File: config.mk
export PLATFORM = sky130hd
export DESIGN_NAME = fifo_port_scheduler_flat
export DESIGN_NICKNAME = d
export VERILOG_FILES = /design/src/rtl/fifo_port_scheduler_if.sv /design/src/rtl/fifo_port_scheduler.sv /design/src/flat_wrapper.sv
export SDC_FILE = /design/constraint.sdc
export NUM_CORES = 1
export LEC_CHECK = 0
export ABC_AREA = 1
export CAP_MARGIN = 20
export CORE_UTILIZATION = 50
export CTS_CLUSTER_SIZE = 20
export DETAILED_ROUTE_END_ITERATION = 6
export DONT_BUFFER_PORTS = 1
export PLACE_DENSITY = 0.68
export SLEW_MARGIN = 25
export SYNTH_ARGS = -nofsm -noshare
export SYNTH_HDL_FRONTEND = slang
export SYNTH_SLANG_ARGS = --single-unit
File: constraint.sdc
create_clock -name clk -period 1.6 [get_ports clk]
set_clock_uncertainty 0.1 [all_clocks]
set_input_delay 0.16 -clock clk [delete_from_list [all_inputs] [get_ports clk]]
set_output_delay 0.16 -clock clk [all_outputs]
set_load 0.005 [all_outputs]
File: src/rtl/fifo_port_scheduler_if.sv
// Bundle for the four requesting ports plus the slave-FIFO write handshake.
// The master modport is the scheduler side; the slave modport is the ports/FIFO-controller side.
interface fifo_port_scheduler_if;
    logic [3:0]  req;
    logic [3:0]  rdy;
    logic [31:0] pdata;
    logic [3:0]  ack;
    logic [3:0]  grant;
    logic        m_enable;
    logic        m_ready;
    logic [7:0]  m_data;
    logic        m_taken;
    logic        overrun;

    modport master (
        input  req, rdy, pdata, m_taken,
        output ack, grant, m_enable, m_ready, m_data, overrun
    );

    modport slave (
        output req, rdy, pdata, m_taken,
        input  ack, grant, m_enable, m_ready, m_data, overrun
    );
endinterface

File: src/rtl/fifo_port_scheduler.sv
// Round-robin scheduler granting one of four byte ports the slave-FIFO write path per packet.
// Define PORT_TAG_EN to prefix each packet with a port tag byte (8'hA0 + port index).
module fifo_port_scheduler #(
    parameter int unsigned GAP_CYCLES = 2,
    parameter int unsigned MAX_BYTES  = 255
) (
    input logic                   clk,
    input logic                   reset,
    fifo_port_scheduler_if.master bus
);

`ifdef PORT_TAG_EN
    typedef enum logic [1:0] {S_IDLE, S_TAG, S_XFER, S_RELEASE} state_t;
`else
    typedef enum logic [1:0] {S_IDLE, S_XFER, S_RELEASE} state_t;
`endif

    state_t      state_q, state_d;
    logic [3:0]  grant_q, grant_d;
    logic [1:0]  owner_q, owner_d;
    logic [7:0]  byte_cnt_q, byte_cnt_d;
    logic [3:0]  gap_cnt_q, gap_cnt_d;
    logic        m_enable_q, m_enable_d;
    logic        overrun_q, overrun_d;

    logic [1:0]  pick_idx;
    logic [1:0]  cand;
    logic        pick_found;
    logic        in_tag;
    logic        in_xfer;
    logic        cap_hit;
    logic        last_gap;
    logic [3:0]  ack_c;
    logic        m_ready_c;
    logic [7:0]  m_data_c;

    assign in_xfer  = (state_q == S_XFER);
`ifdef PORT_TAG_EN
    assign in_tag   = (state_q == S_TAG);
`else
    assign in_tag   = 1'b0;
`endif
    assign cap_hit  = ((32'(byte_cnt_q) + 32'd1) == MAX_BYTES);
    assign last_gap = (gap_cnt_q == 4'(GAP_CYCLES - 1));

    // Search starts one past the previous owner so every requester gets a turn.
    always_comb begin
        pick_found = 1'b0;
        pick_idx   = owner_q;
        cand       = owner_q;
        for (int unsigned i = 1; i <= 4; i++) begin
            cand = owner_q + 2'(i);
            if (!pick_found && bus.req[cand]) begin
                pick_found = 1'b1;
                pick_idx   = cand;
            end
        end
    end

    always_comb begin
        state_d    = state_q;
        grant_d    = grant_q;
        owner_d    = owner_q;
        byte_cnt_d = byte_cnt_q;
        gap_cnt_d  = '0;
        overrun_d  = 1'b0;
        case (state_q)
            S_IDLE: begin
                if (pick_found) begin
                    grant_d = 4'b0001 << pick_idx;
                    owner_d = pick_idx;
`ifdef PORT_TAG_EN
                    state_d = S_TAG;
`else
                    state_d = S_XFER;
`endif
                end
            end
`ifdef PORT_TAG_EN
            S_TAG: begin
                if (bus.m_taken) state_d = S_XFER;
            end
`endif
            S_XFER: begin
                // A byte taken in the same cycle req falls is still counted before release.
                if (bus.m_taken) begin
                    byte_cnt_d = byte_cnt_q + 8'd1;
                    if (cap_hit) begin
                        overrun_d = 1'b1;
                        state_d   = S_RELEASE;
                    end
                end
                if (!bus.req[owner_q]) state_d = S_RELEASE;
            end
            S_RELEASE: begin
                if (last_gap) begin
                    state_d    = S_IDLE;
                    grant_d    = '0;
                    byte_cnt_d = '0;
                end else begin
                    gap_cnt_d = gap_cnt_q + 4'd1;
                end
            end
            default: begin
                state_d    = S_IDLE;
                grant_d    = '0;
                byte_cnt_d = '0;
            end
        endcase

        m_enable_d = (state_d == S_XFER);
`ifdef PORT_TAG_EN
        if (state_d == S_TAG) m_enable_d = 1'b1;
`endif
    end

    always_ff @(posedge clk or negedge reset) begin
        if (!reset) begin
            state_q    <= S_IDLE;
            grant_q    <= '0;
            owner_q    <= 2'd3;
            byte_cnt_q <= '0;
            gap_cnt_q  <= '0;
            m_enable_q <= 1'b0;
            overrun_q  <= 1'b0;
        end else begin
            state_q    <= state_d;
            grant_q    <= grant_d;
            owner_q    <= owner_d;
            byte_cnt_q <= byte_cnt_d;
            gap_cnt_q  <= gap_cnt_d;
            m_enable_q <= m_enable_d;
            overrun_q  <= overrun_d;
        end
    end

    always_comb begin
        ack_c     = '0;
        m_ready_c = 1'b0;
        m_data_c  = '0;
        if (in_tag) begin
            m_ready_c = m_enable_q;
            m_data_c  = {6'b101000, owner_q};
        end else if (in_xfer) begin
            m_ready_c = m_enable_q & bus.rdy[owner_q];
            m_data_c  = bus.pdata[{owner_q, 3'b000} +: 8];
            ack_c     = bus.m_taken ? grant_q : 4'b0000;
        end
    end

    assign bus.ack      = ack_c;
    assign bus.grant    = grant_q;
    assign bus.m_enable = m_enable_q;
    assign bus.m_ready  = m_ready_c;
    assign bus.m_data   = m_data_c;
    assign bus.overrun  = overrun_q;

endmodule

File: src/flat_wrapper.sv
// flat-port wrapper written by rule: the top's interface ports become plain ports
module fifo_port_scheduler_flat 
#(
    parameter int unsigned GAP_CYCLES = 2,
    parameter int unsigned MAX_BYTES  = 255
)
  (clk, reset, bus_req, bus_rdy, bus_pdata, bus_m_taken, bus_ack, bus_grant, bus_m_enable, bus_m_ready, bus_m_data, bus_overrun);
  fifo_port_scheduler_if bus_i ();
  input logic clk;
  input logic reset;
  input wire logic [$bits(bus_i.req)-1:0] bus_req;
  input wire logic [$bits(bus_i.rdy)-1:0] bus_rdy;
  input wire logic [$bits(bus_i.pdata)-1:0] bus_pdata;
  input wire logic [$bits(bus_i.m_taken)-1:0] bus_m_taken;
  output wire logic [$bits(bus_i.ack)-1:0] bus_ack;
  output wire logic [$bits(bus_i.grant)-1:0] bus_grant;
  output wire logic [$bits(bus_i.m_enable)-1:0] bus_m_enable;
  output wire logic [$bits(bus_i.m_ready)-1:0] bus_m_ready;
  output wire logic [$bits(bus_i.m_data)-1:0] bus_m_data;
  output wire logic [$bits(bus_i.overrun)-1:0] bus_overrun;
  assign bus_i.req = bus_req;
  assign bus_i.rdy = bus_rdy;
  assign bus_i.pdata = bus_pdata;
  assign bus_i.m_taken = bus_m_taken;
  assign bus_ack = bus_i.ack;
  assign bus_grant = bus_i.grant;
  assign bus_m_enable = bus_i.m_enable;
  assign bus_m_ready = bus_i.m_ready;
  assign bus_m_data = bus_i.m_data;
  assign bus_overrun = bus_i.overrun;
  fifo_port_scheduler #(.GAP_CYCLES(GAP_CYCLES), .MAX_BYTES(MAX_BYTES)) u_core (.clk(clk), .reset(reset), .bus(bus_i));
endmodule
==> out/results.ini <==
[logic_synthesis]
synthFlopType=dfrtp_1
synth-seq-area-share_pct=33.1
synth_fp_nets=292
synthArstFlopShare_pct=100
synth_cell_types=30
syn_avg_cell_area_um2=6.82
synthCells=245
synth-edff-count=0
syn-cell-area_um2=1670
ys_seq_elements=22
synth_warnings=0

[global_routing]
grt_pass1_vias=1584
grtUsageTotal_pct=24.7
grt_max_degree=23
grt_antenna_before_repair=0
grt.overflow.total=0
grt_pass1_wl_um=6760

[finish]
layout_commonest_cell=nand2_1
final_area_um2=2260
post_layout_nonfiller_instances=323
nets=327
mostFrequentLayoutCells=nand2_1 (72), inv_1 (26), buf_4 (25)
diodes=0
fin_util_pct=72.8
drive_gt1_share_pct=38.7
area_delta_synth_final_pct=35.2

[worst_setup_path]
critPathLaunchType=register
worstPathArrival_ns=1.58
path_class=register to output pin
timing.rr.end=u_core.owner_q[1]$_DFFE_PN1P_
required_ns=1.34
rrSetupSlack_ns=-0.22
r2r_cells=12
end_kind=output pin
crit_fanout=8
reg2reg_from=u_core.owner_q[0]$_DFFE_PN1P_

[power]
pwr-share-clk_pct=7.0
pwr-share-seq_pct=20.4
power_frac_comb_pct=72.6
cellPowerDensity_nw_per_um2=1980
p_sw_mw=2.21
ir_worst_vdd_mv=1.16
finalPower_mw=4.47
p_leak_nw=1.06
internal-power_mw=2.25
netSwitchingFraction_pct=49.6

[die]
die-area_um2=3580
initial_utilization_pct=53.8
io_pins=62
die_width_um=59.8
die_h_um=59.8
core-area_um2=3100
fp-row-count=20

[placement]
postPlaceCellArea_um2=1910
post-dp-hpwl_um=2980
gp_congestion=0.831
dp.cells=312
io_buffers=0

[detailed_routing]
ant_nets=0
first_pass_iters=4
drt_iter0_drc=100
vias=1705
drc=0
wl_um=4260
wire_per_inst_um=13.2
vias_per_cell=5.28

[clocking]
cts_sinks=22
cts_tree=built
cts_inserted_buffers=3
cts_buffer_depth=2
root_buffer=clkbuf_4
path_clk_slew_ns=0.13
clkLatencyLatePin_ns=0.31
ctsHtreeMaxLevel=1

[timing]
final.period_utilization_pct=115
hold_viol_final=0
worstMarginPinSlew_ns=0.503
rsz0062_at_grt=true
relSlewSlack_pct=66.5
fmax_mhz=543
setup_slack_ns=-0.242
hold-worst-slack_ns=0.0161
drv_slew=0
setup_viol=18
min_period_ns=1.84

[outcome]
violations=setup timing
status=finished, violations left

[hold_path]
min_to=u_core.byte_cnt_q[0]$_DFFE_PN0P_
min_path_type=input port to register
hold_start=bus_m_taken
whs_path_depth=4

[job]
max_cap_viol_count=0

## how the worst max path moves through the flow
stage                                        from                              end  cells past startpoint
floorplan           u_core.owner_q[1]$_DFFE_PN1P_  u_core.bus.grant[1]$_DFFE_PN0P_                     13
detailed placement  u_core.owner_q[0]$_DFFE_PN1P_  u_core.bus.grant[3]$_DFFE_PN0P_                     12
CTS                 u_core.owner_q[0]$_DFFE_PN1P_                    bus_m_data[3]                      6
global route        u_core.owner_q[0]$_DFFE_PN1P_                    bus_m_data[1]                      6
finish              u_core.owner_q[0]$_DFFE_PN1P_                    bus_m_data[3]                      6
global placement    u_core.owner_q[0]$_DFFE_PN1P_    u_core.owner_q[0]$_DFFE_PN1P_                     10
## power by group through the flow
stage / combinational, mW / clock, mW / sequential [mW]
after floorplan: 1.81 / 0 / 0.837
after global placement: 2.55 / 0 / 0.890
after detailed placement: 2.56 / 0 / 0.891
after CTS: 3.01 / 0.317 / 0.889
after global routing: 3.58 / 0.345 / 0.932
final: 3.24 / 0.312 / 0.912
## synth_stat cells (2+ instances only)
cell type / number / area, um2
nand4_1: 2 / 12.5
inv_2: 3 / 11.3
nand3_1: 17 / 85.1
nand2_1: 81 / 304
o21ai_2: 2 / 17.5
a22oi_1: 8 / 60.1
nor2_4: 3 / 33.8
a31oi_1: 8 / 50.1
xor2_1: 4 / 35.0
nand2_2: 14 / 87.6
inv_1: 26 / 97.6
nor2_1: 21 / 78.8
buf_6: 3 / 33.8
a21oi_1: 3 / 15.0
ha_1: 4 / 50.1
dfstp_2: 2 / 52.6
o21ai_0: 4 / 20.0
clkinv_1: 4 / 15.0
dfrtp_1: 20 / 500
o22ai_1: 6 / 37.5
## per-layer routing
metal	vias up	wire, um	track usage, %
li1	860	-	-
met1	781	1870	32.7
met2	58	2100	41.1
met3	6	243	5.63
met4	0	46	4.98
met5	-	0	0
## final cells by class
cell class	instances	area, um2
multi-input combinational	185	1170
fill	246	845
clock buffer	4	36.3
sequential	22	553
inverter	34	160
tap	44	55.1
timing repair inverter	1	8.76
timing repair buffer	33	279
## cells by family (layout without fill, tap and decap cells)
| kind of cell | Yosys count | in the layout | synth area share (%) |
|---|---|---|---|
| XOR/XNOR | 5 | 5 | 2.62 |
| AND/OR/NAND/NOR | 143 | 143 | 38.4 |
| flip-flops | 22 | 22 | 33.1 |
| buffers and inverters | 38 | 72 | 10.0 |
| AO/OA/AOI/OAI | 33 | 33 | 12.8 |
| adder cells (fa/ha/maj) | 4 | 4 | 3.00 |
## state kept, by name, summed over array words and instances, names as in the netlist
| signal | flops |
|---|---|
| u_core.bus.overrun | 1 |
| u_core.byte_cnt_q | 8 |
| u_core.bus.grant | 4 |
| u_core.bus.m_enable | 1 |
| u_core.owner_q | 2 |
| u_core.state_q | 2 |
| u_core.gap_cnt_q | 4 |
## stage by stage
stage	setup slack, ns	setup TNS, ns
finish	-0.242	-3.77
global route	-0.323	-5.39
CTS	-0.232	-3.61
detailed placement	-0.193	-1.99
global placement	-0.197	-1.78
floorplan	-0.0563	-0.162
## what timing repair did
| item | CTS | global route |
|---|---|---|
| endpoints found under the hold margin | 22 | 20 |
| pin swaps | 16 | 3 |
| hold buffers | 1 | 1 |
| endpoints found under the setup margin | 18 | 31 |
| setup buffers | 3 | 2 |
| cloned | 1 | 0 |
| gates resized for setup | 36 | 29 |
## critical path: stages (launching register included)
cell and delay [ns]:
dfstp_2 0.65, inv_4 0.09, nand2_4 0.07, buf_6 0.12, clkinv_4 0.07, a22oi_2 0.16, a31oi_2 0.12
No activity file was read; power rests on OpenSTA's default activity.
